<file path="config.mk">
export PLATFORM = sky130hd
export DESIGN_NAME = reg_context_unit
export DESIGN_NICKNAME = d
export VERILOG_FILES = /design/src/rtl/reg_context_unit.sv
export SDC_FILE = /design/constraint.sdc
export NUM_CORES = 1
export LEC_CHECK = 0
export CORE_UTILIZATION = 46
export CTS_BUF_LIST = sky130_fd_sc_hd__clkbuf_2 sky130_fd_sc_hd__clkbuf_4 sky130_fd_sc_hd__clkbuf_8
export DETAILED_ROUTE_END_ITERATION = 8
export PLACE_DENSITY = 0.88
export SYNTH_ARGS = -nofsm -noshare
export SYNTH_HDL_FRONTEND = slang
export SYNTH_SLANG_ARGS = --single-unit
</file>
<file path="constraint.sdc">
create_clock -name Clock -period 4.4 [get_ports Clock]
set_input_delay 0.66 -clock Clock [delete_from_list [all_inputs] [get_ports Clock]]
set_output_delay 0.66 -clock Clock [all_outputs]
set_load 0.01 [all_outputs]
</file>
<file path="src/rtl/reg_context_unit.sv">
// Register-context sequencer: spills general registers FIRST_REG..LAST_REG to a
// contiguous memory block (save) or reloads them from it (restore).
module reg_context_unit #(
    parameter int DATA_W    = 32,
    parameter int REG_AW    = 6,
    parameter int ADDR_W    = 32,
    parameter int FIRST_REG = 1,
    parameter int LAST_REG  = 63
) (
    input  logic              Clock,
    input  logic              Reset,
    input  logic              Start,
    input  logic              Mode,
    input  logic [ADDR_W-1:0] Base_Addr,
    output logic              Busy,
    output logic              Done,
    output logic [REG_AW-1:0] Reg_Sel,
    input  logic [DATA_W-1:0] Reg_Data,
    output logic              Reg_Write,
    output logic [DATA_W-1:0] Write_Data,
    output logic [ADDR_W-1:0] Mem_Addr,
    output logic              Mem_Write,
    output logic [DATA_W-1:0] Mem_Wdata,
    output logic              Mem_Read,
    input  logic              Mem_Ready,
    input  logic [DATA_W-1:0] Mem_Rdata,
    output logic [2:0]        Dbg_State
);

    // Handshake: a memory request (Mem_Write or Mem_Read) is held unchanged until
    // the cycle Mem_Ready is high; that edge completes it. Read data arrives the
    // following cycle. Reg_Write is a single-cycle strobe with no back-pressure.

    typedef enum logic [2:0] {
        S_IDLE    = 3'd0,
        S_SAVE    = 3'd1,
        S_RD_REQ  = 3'd2,
        S_RD_WAIT = 3'd3,
        S_WR_REG  = 3'd4,
        S_DONE    = 3'd5
    } state_t;

    localparam logic [REG_AW-1:0] FIRST_IDX = REG_AW'(FIRST_REG);
    localparam logic [REG_AW-1:0] LAST_IDX  = REG_AW'(LAST_REG);

    state_t              r_state;
    logic [REG_AW-1:0]   r_idx;
    logic [DATA_W-1:0]   r_data;
    logic                r_mode;
    logic [ADDR_W-1:0]   r_base;

    logic [REG_AW-1:0]   w_offset;
    logic [ADDR_W-1:0]   w_slot;
    logic                w_last;

    assign w_offset = r_idx - FIRST_IDX;
    assign w_slot   = r_base + ADDR_W'(w_offset);
    assign w_last   = (r_idx == LAST_IDX);

    always_ff @(posedge Clock) begin
        if (Reset) begin
            r_state <= S_IDLE;
            r_idx   <= FIRST_IDX;
            r_data  <= '0;
            r_mode  <= 1'b0;
            r_base  <= '0;
        end else begin
            case (r_state)
                S_IDLE: begin
                    if (Start) begin
                        r_mode  <= Mode;
                        r_base  <= Base_Addr;
                        r_idx   <= FIRST_IDX;
                        r_state <= Mode ? S_RD_REQ : S_SAVE;
                    end
                end
                S_SAVE: begin
                    if (Mem_Ready) begin
                        if (w_last) begin
                            r_state <= S_DONE;
                        end else begin
                            r_idx <= r_idx + 1'b1;
                        end
                    end
                end
                S_RD_REQ: begin
                    if (Mem_Ready) begin
                        r_state <= S_RD_WAIT;
                    end
                end
                S_RD_WAIT: begin
                    r_data  <= Mem_Rdata;
                    r_state <= S_WR_REG;
                end
                S_WR_REG: begin
                    if (w_last) begin
                        r_state <= S_DONE;
                    end else begin
                        r_idx   <= r_idx + 1'b1;
                        r_state <= S_RD_REQ;
                    end
                end
                S_DONE: begin
                    r_state <= S_IDLE;
                end
                default: begin
                    r_state <= S_IDLE;
                end
            endcase
        end
    end

    // Mem_Wdata forwards the register file's read data for Reg_Sel, which is
    // itself registered, so no input-to-output path exists outside that read.
    always_comb begin
        Busy       = 1'b0;
        Done       = 1'b0;
        Reg_Sel    = '0;
        Reg_Write  = 1'b0;
        Write_Data = '0;
        Mem_Addr   = '0;
        Mem_Write  = 1'b0;
        Mem_Wdata  = '0;
        Mem_Read   = 1'b0;
        case (r_state)
            S_SAVE: begin
                Busy      = 1'b1;
                Reg_Sel   = r_idx;
                Mem_Addr  = w_slot;
                Mem_Write = ~r_mode;
                Mem_Wdata = Reg_Data;
            end
            S_RD_REQ: begin
                Busy     = 1'b1;
                Mem_Addr = w_slot;
                Mem_Read = r_mode;
            end
            S_RD_WAIT: begin
                Busy = 1'b1;
            end
            S_WR_REG: begin
                Busy       = 1'b1;
                Reg_Sel    = r_idx;
                Reg_Write  = 1'b1;
                Write_Data = r_data;
            end
            S_DONE: begin
                Done = 1'b1;
            end
            default: begin
                Busy = 1'b0;
            end
        endcase
    end

    assign Dbg_State = r_state;

endmodule

</file>
# ---- Word level (Yosys, flattened, before mapping)
# Index checks and enable logic that the tools add are counted.
# Widths: inputs -> output; s select.
dict set report totals {
  reg_bits 74
  in_bits 101
  elab_cells 47
}
dict set report classes {
  add_sub_neg 3
  eq_ne 10
  muxes 20
  bitwise_logic 1
  reduce_logical 8
}
# op count
set op_table {}
lappend op_table {{$mux 32} 3}
lappend op_table {{$add 32x6->32} 1}
lappend op_table {{$mux 6} 4}
lappend op_table {{$pmux 6 s3} 1}
lappend op_table {{$mux 3} 5}
lappend op_table {{$pmux 3 s5} 1}
lappend op_table {{$ne 2x2->1 const B} 4}
lappend op_table {{$add 6x1->6 const B} 1}
lappend op_table {{$eq 3x2->1 const B} 2}
lappend op_table {{$eq 3x3->1 const B} 2}
lappend op_table {{$eq 6x6->1 const B} 1}
lappend op_table {{$sub 6x1->6 const B} 1}
lappend op_table {{$mux 1} 5}
lappend op_table {{$reduce_and 4->1} 1}
lappend op_table {{$reduce_or 2->1} 2}
lappend op_table {{$reduce_or 4->1} 1}
lappend op_table {{$eq 3x1->1 const B} 1}
lappend op_table {{$logic_not 3->1} 1}
lappend op_table {{$reduce_and 3->1} 1}
lappend op_table {{$reduce_bool 3->1} 1}
lappend op_table {{$mux 2} 1}
lappend op_table {{$reduce_and 2->1} 1}
lappend op_table {{$not 1->1} 1}

# ---- Longest topological paths before layout
# Gate-level depths: netlist of the first run.
dict set report depth {
  word_depth 4
  depth_mapped 11
  depth_no_buf 10
}

# ---- Least setup slack after synthesis of the first run
# No wires, ideal clock.
dict set report synth_timing {
  path_kind {register to output}
  startpoint {register r_idx[2]}
  endpoint {output port Mem_Addr[29]}
  arrival_ns 2.460
  path_slack_ns 1.280
  path_stages_with_launch 11
  cell_sequence {dfxtp_1 > clkbuf_1 > nor3_1 > nand2_1 > xnor2_1 > ha_1 > nand2_1 > nor4_2 > nor2_1 > or3_1 > a21oi_1}
}
dict set report synth_between {
  elab_chain_len 3
}
# item line
set synth_rtl {}
lappend synth_rtl {{start: declaration} 47} ;# logic [REG_AW-1:0] r_idx;
lappend synth_rtl {{start signal: assignment} 82} ;# r_idx <= r_idx + 1'b1;
lappend synth_rtl {{start signal: assignment} 99} ;# r_idx <= r_idx + 1'b1;
lappend synth_rtl {{$sub 6x1->6} 56} ;# assign w_offset = r_idx - FIRST_IDX;
lappend synth_rtl {{$add 32x6->32} 57} ;# assign w_slot = r_base + ADDR_W'(w_offset);
lappend synth_rtl {{$mux 32} 125} ;# case (r_state)
lappend synth_rtl {{end: declaration} 21} ;# output logic [ADDR_W-1:0] Mem_Addr,
# Every way passes these cells.

# ---- Worst setup path in the final report of the first run
dict set report layout_timing {
  startpoint {register r_idx[0]}
  endpoint {output port Mem_Addr[31]}
}
# Same word-level chain as after synthesis.

==> flow_summary.yaml, run 1 <==
detailed_routing:
  post_drt_wl_per_cell_um: 14.9
  drt-vias-per-instance: 5.24
  dr.pass1.iters: 4
  drc: 0
  vias: 4785
  drt_iter0_markers: 201
  routed_wl_um: 13600
  antenna_left: 0
clock_network:
  cts.clk_slew.worst_paths_ns: 0.08
  cts_sinks: 74
  cts_max_level: 3
  clockBufferDepth: 2
  insertion_delay_ns: 0.35
  cts_root_buf: "clkbuf_8"
  tritoncts: "built"
  cts_buffers: 9
  post_cts_buffers: 0
global_route:
  grt_max_degree: 46
  track_usage_pct: 27.9
  grt_pass1_vias: 4752
  overflow: 0
  grt_pass1_wl_um: 22300
  antenna_found_initial: 0
sta:
  setup_slack_ns: 0.196
  fin_crit_ns: 4.20
  final_hold_viol_count: 0
  setup_tns_ns: 0
  fin_skew_ns: 0.0127
  slew_headroom_pct: 26.8
  drv_slew: 0
  worst_slew_pin_slew_ns: 1.10
  setup_viol: 0
  rsz0062_at_grt: "no"
  min_period_over_period_pct: 95.5
  holdWs_ns: 0.452
  clock.fmax_ghz: 0.238
floorplan:
  io_pins: 211
  fp.dieArea_sq_um: 9830
  core_area_sq_um: 9200
  die_w_um: 99.1
  die_height_um: 99.1
  num_rows: 35
  start_util_pct: 47.2
power_and_ir_drop:
  power_switching_uw: 691
  pwr-share-clk_pct: 28.1
  p_comb_share_pct: 33.6
  peakVddDrop_mv: 0.250
  power.total_mw: 2.09
  power.density_nw_per_um2: 311
  cellInternalPower_mw: 1.40
  p_leak_nw: 2.44
  p_seq_share_pct: 38.2
  p_sw_share_pct: 33.1
final_layout:
  synthToLayoutAreaGrowth_pct: 54.7
  nNetsFinal: 910
  fin_util_pct: 73.0
  diodes: 0
  fin_cells: 914
  layout-drive-gt1-share_pct: 4.48
  final_cell_area_sq_um: 6720
yosys:
  yosysWarningCount: 0
  synth.area.mux_share_pct: 0
  synth_fp_nets: 721
  synth_adder_area_share_pct: 3.34
  synth-compound-area-share_pct: 17.2
  synth_top_family_by_area: "simple AND/OR/NAND/NOR gates"
  netlist_instances: 609
  synth_area_sq_um: 4340
  postSynthAreaPerCell_sq_um: 7.13
  ys_seq_area_share_pct: 34.1
  synthSimpleGateAreaFrac_pct: 34.1
  synth-main-ff-cell: "dfxtp_1"
  synth_xor_area_share_pct: 6.86
  yosysTopAreaCell: "dfxtp_1"
  synth.ff_latch_count: 74
  ys_top_cells_by_area: "dfxtp_1 (34%), nand2_1 (13%), and2_1 (9.7%), a21oi_1 (9.1%), xor2_1 (5.4%)"
  post-synth-top-count-cell: "nand2_1"
  yosys.area.top_type_share_pct: 34.1
  yosys-top-cells-count: "nand2_1 (149), a21oi_1 (79), dfxtp_1 (74)"
  synth_edf_count: 0
  synthArstFlopShare_pct: 0
  yosysUniqueCellTypes: 46
critical_path:
  crit_arrival_ns: 3.54
  end_kind: "output port"
  reg2reg_depth: 6
  path_max_fanout: 7
  cp-start-kind: "flip-flop"
  timing.rr.end: "r_idx[1]"
  crit_type: "flip-flop to output port"
  rrSetupSlack_ns: 1.66
  rr_startpoint: "Dbg_State[2]"
  critPathRequiredTime_ns: 3.74
placement:
  placed_cell_area_sq_um: 6480
  port_buffers: 210
  dp.cells: 898
  post-dp-hpwl_um: 10200
  gp_congestion: 0.909
  dp_slack_ns: 0.577
hold_path:
  whs_path_depth: 2
  hold_class: "flip-flop to flip-flop"
  hold_start: "r_data[5]"
  whs_endpoint: "r_data[5]"
outcome:
  status: "complete, no violations"
job:
  max_cap_viol_count: 0
kinds of logic after synthesis:
kind of cell    after synthesis
simple gates                314
compound gates              128
fa+ha+maj                    11
buf+inv                      48
flops                        74
xor+xnor                     34
worst max path at each step:
stage | from | to | slack [ns] | depth (start not counted)
floorplan | r_idx[2] | Mem_Addr[29] | 1.28 | 10
global placement | r_idx[0] | Mem_Addr[31] | 0.70 | 10
detailed placement | r_idx[0] | Mem_Addr[31] | 0.58 | 10
CTS | r_idx[0] | Mem_Addr[31] | 0.18 | 10
global route | r_idx[1] | Mem_Addr[31] | 0.008 | 10
finish | r_idx[0] | Mem_Addr[31] | 0.20 | 10
critical path: stages, from the launching register on:
cell	delay (ns)
dfxtp_2	0.40
inv_1	0.11
ha_1	0.30
inv_1	0.12
ha_1	0.26
a211oi_1	0.61
nor3_1	0.18
o2111ai_1	0.31
o21ai_0	0.14
a21oi_1	0.19
clkdlybuf4s50_1	0.57
layout make-up:
cell class | count | area, sq um
inverters | 10 | 37.5
well taps | 111 | 139
clock inverters | 6 | 91.3
fillers | 723 | 2480
repair buffers | 216 | 2140
clock buffers | 10 | 131
multi-input cells | 487 | 2690
flip-flops and latches | 74 | 1480
power groups by stage:
| stage | clock network, mW | logic, mW | registers [mW] |
|---|---|---|---|
| 2_1_floorplan | 0 | 0.391 | 0.782 |
| 6_report | 0.587 | 0.701 | 0.798 |
| 5_1_grt | 0.625 | 0.770 | 0.807 |
| 3_5_place_dp | 0 | 0.700 | 0.811 |
| 4_1_cts | 0.593 | 0.704 | 0.796 |
| 3_3_place_gp | 0 | 0.679 | 0.807 |
per-layer routing:
layer  GRT usage [%]  wire [um]  up-vias
li1                -          -     2391
met1            33.2       5610     2191
met2            49.5       6680      182
met3            8.50       1120       21
met4            6.33        195        0
met5               0          0        -
flip-flops by register name, summed over array words and instances (netlist names):
name / flops
r_base: 32
r_data: 32
r_idx: 6
Dbg_State: 3
r_mode: 1
repair_timing:
item,in CTS,in global routing
hold buffers,0,0
endpoints found under the setup margin,0,2
resized for setup,0,2
cell usage in the layout, fill, tap and decap left out, types with 3 or more instances in the layout:
cell type	n
and2_1	67
o211ai_1	9
xor2_1	27
or3_1	4
a21o_1	3
nor3_1	8
inv_1	10
clkbuf_8	9
and3_1	3
nor2_1	50
nand2_1	149
nand4_1	3
clkdlybuf4s50_1	209
ha_1	10
o21ai_0	14
dfxtp_1	73
o2111ai_1	8
nand3_1	7
a21oi_1	79
buf_4	6
nor2b_1	7
xnor2_1	7
clkinv_4	3
(Power assumes the default switching activity.)
==> run 2, diff against run 1 <==
- CORE_UTILIZATION: 46 -> 42
- PLACE_DENSITY: 0.88 -> 0.82
- clock period: 4.4 -> 4.1 ns (I/O delays scaled with it)
==> flow_summary.yaml, run 2 (synthesized netlist as in run 1, its figures left out) <==
outcome:
  status: "complete, no violations"
hold_path:
  whs_path_depth: 2
  hold_class: "flip-flop to flip-flop"
clock_network:
  cts.clk_slew.worst_paths_ns: 0.08
  insertion_delay_ns: 0.35
  cts_sinks: 74
  tritoncts: "built"
  cts_root_buf: "clkbuf_8"
  clockBufferDepth: 2
  cts_max_level: 3
  cts_buffers: 9
detailed_routing:
  drt_iter0_markers: 181
  routed_wl_um: 14100
  drt-vias-per-instance: 5.23
  vias: 4909
  antenna_left: 0
  dr.pass1.iters: 5
  drc: 0
  post_drt_wl_per_cell_um: 15.1
power_and_ir_drop:
  power_switching_uw: 768
  power.total_mw: 2.27
  peakVddDrop_mv: 0.189
  p_sw_share_pct: 33.8
  p_leak_nw: 2.45
  p_seq_share_pct: 37.9
  pwr-share-clk_pct: 28.1
  power.density_nw_per_um2: 333
  p_comb_share_pct: 33.9
  cellInternalPower_mw: 1.50
sta:
  rsz0062_at_grt: "no"
  fin_skew_ns: 0.00702
  min_period_over_period_pct: 96.2
  setup_slack_ns: 0.156
  setup_viol: 0
  final_hold_viol_count: 0
  clock.fmax_ghz: 0.254
  holdWs_ns: 0.452
  setup_tns_ns: 0
  fin_crit_ns: 3.94
  slew_headroom_pct: 24.8
  worst_slew_pin_slew_ns: 1.13
  drv_slew: 0
final_layout:
  layout_commonest_cell: "clkdlybuf4s50_1"
  synthToLayoutAreaGrowth_pct: 57.1
  layout-drive-gt1-share_pct: 6.33
  n_fill_cell: 801
  nNetsFinal: 913
  final_cell_mix: "clkdlybuf4s50_1 (209), nand2_1 (148), a21oi_1 (77), dfxtp_1 (71), and2_1 (67)"
  multi_input_area_sq_um: 2740
  reg_top3: "r_base (32), r_data (32), r_idx (6)"
  diodes: 0
  ff_latch_area_sq_um: 1490
floorplan:
  fp.dieArea_sq_um: 10700
  die_w_um: 104
  core_area_sq_um: 9910
  die_height_um: 104
  start_util_pct: 43.8
  io_pins: 211
  num_rows: 36
critical_path:
  critPathRequiredTime_ns: 3.48
  end_kind: "output port"
  reg2reg_depth: 7
  crit_arrival_ns: 3.33
  path_max_fanout: 7
  cp-start-kind: "flip-flop"
  crit_type: "flip-flop to output port"
global_route:
  grt_pass1_wl_um: 22900
  grt_pass1_vias: 4758
  overflow: 0
  grt_max_degree: 55
  track_usage_pct: 25.7
  antenna_found_initial: 0
placement:
  dp_slack_ns: 0.258
  gp_congestion: 0.936
  port_buffers: 210
  post-dp-hpwl_um: 10200
job:
  max_cap_viol_count: 0
-- run 2: stage by stage --
stage               utilization (%)  instance area (sq um)  instances
floorplan                         -                   4340        609
global placement               65.7                   6510        920
detailed placement             65.7                   6510        920
CTS                            68.2                   6760        936
global route                   68.8                   6820        939
finish                         68.8                   6820        939
-- run 2: worst max-delay path, cell delays in order, from the launching register on --
cell	delay [ns]
dfxtp_2	0.40
inv_1	0.10
ha_1	0.24
xor2_1	0.15
ha_1	0.37
o21ai_1	0.17
nor3_2	0.27
o2111ai_2	0.19
or3_1	0.39
a21oi_1	0.15
clkdlybuf4s50_1	0.56
-- run 2: layer usage --
metal  global-route usage [%]  part of all wire (%)
met5                        0                     0
met4                     8.16                   1.9
met3                     7.11                   8.6
met2                     44.3                    48
met1                     30.9                    41
-- run 2: cell type report --
cell class	instances	area share, %
multi-input cells	487	40.2
clock inverters	7	1.49
clock buffers	9	1.82
flip-flops and latches	74	21.8
well taps	133	2.44
inverters	10	0.550
repair buffers	219	31.7
-- run 2: repair_timing --
action                     in CTS  in global routing
setup endpoints to repair      10                 24
pin swaps                       0                  3
gates cloned                    0                  0
hold buffers                    0                  0
gates resized for setup         5                 12
buffers inserted                0                  3
-- run 2: path summary, 6_finish.rpt --
path                     start            to  slack [ns]
setup reg to reg  Dbg_State[2]      r_idx[1]        1.75
setup / recovery      r_idx[0]  Mem_Addr[31]        0.16
hold reg to reg     r_data[14]    r_data[14]        0.45
hold / removal      r_data[14]    r_data[14]        0.45
-- run 2: power groups by stage --
stage,registers (mW),logic (mW),clock network (mW)
final,0.862,0.770,0.639
after global routing,0.871,0.835,0.685
after CTS,0.858,0.761,0.655
after detailed placement,0.874,0.752,0
after global placement,0.868,0.734,0
after floorplan,0.839,0.419,0
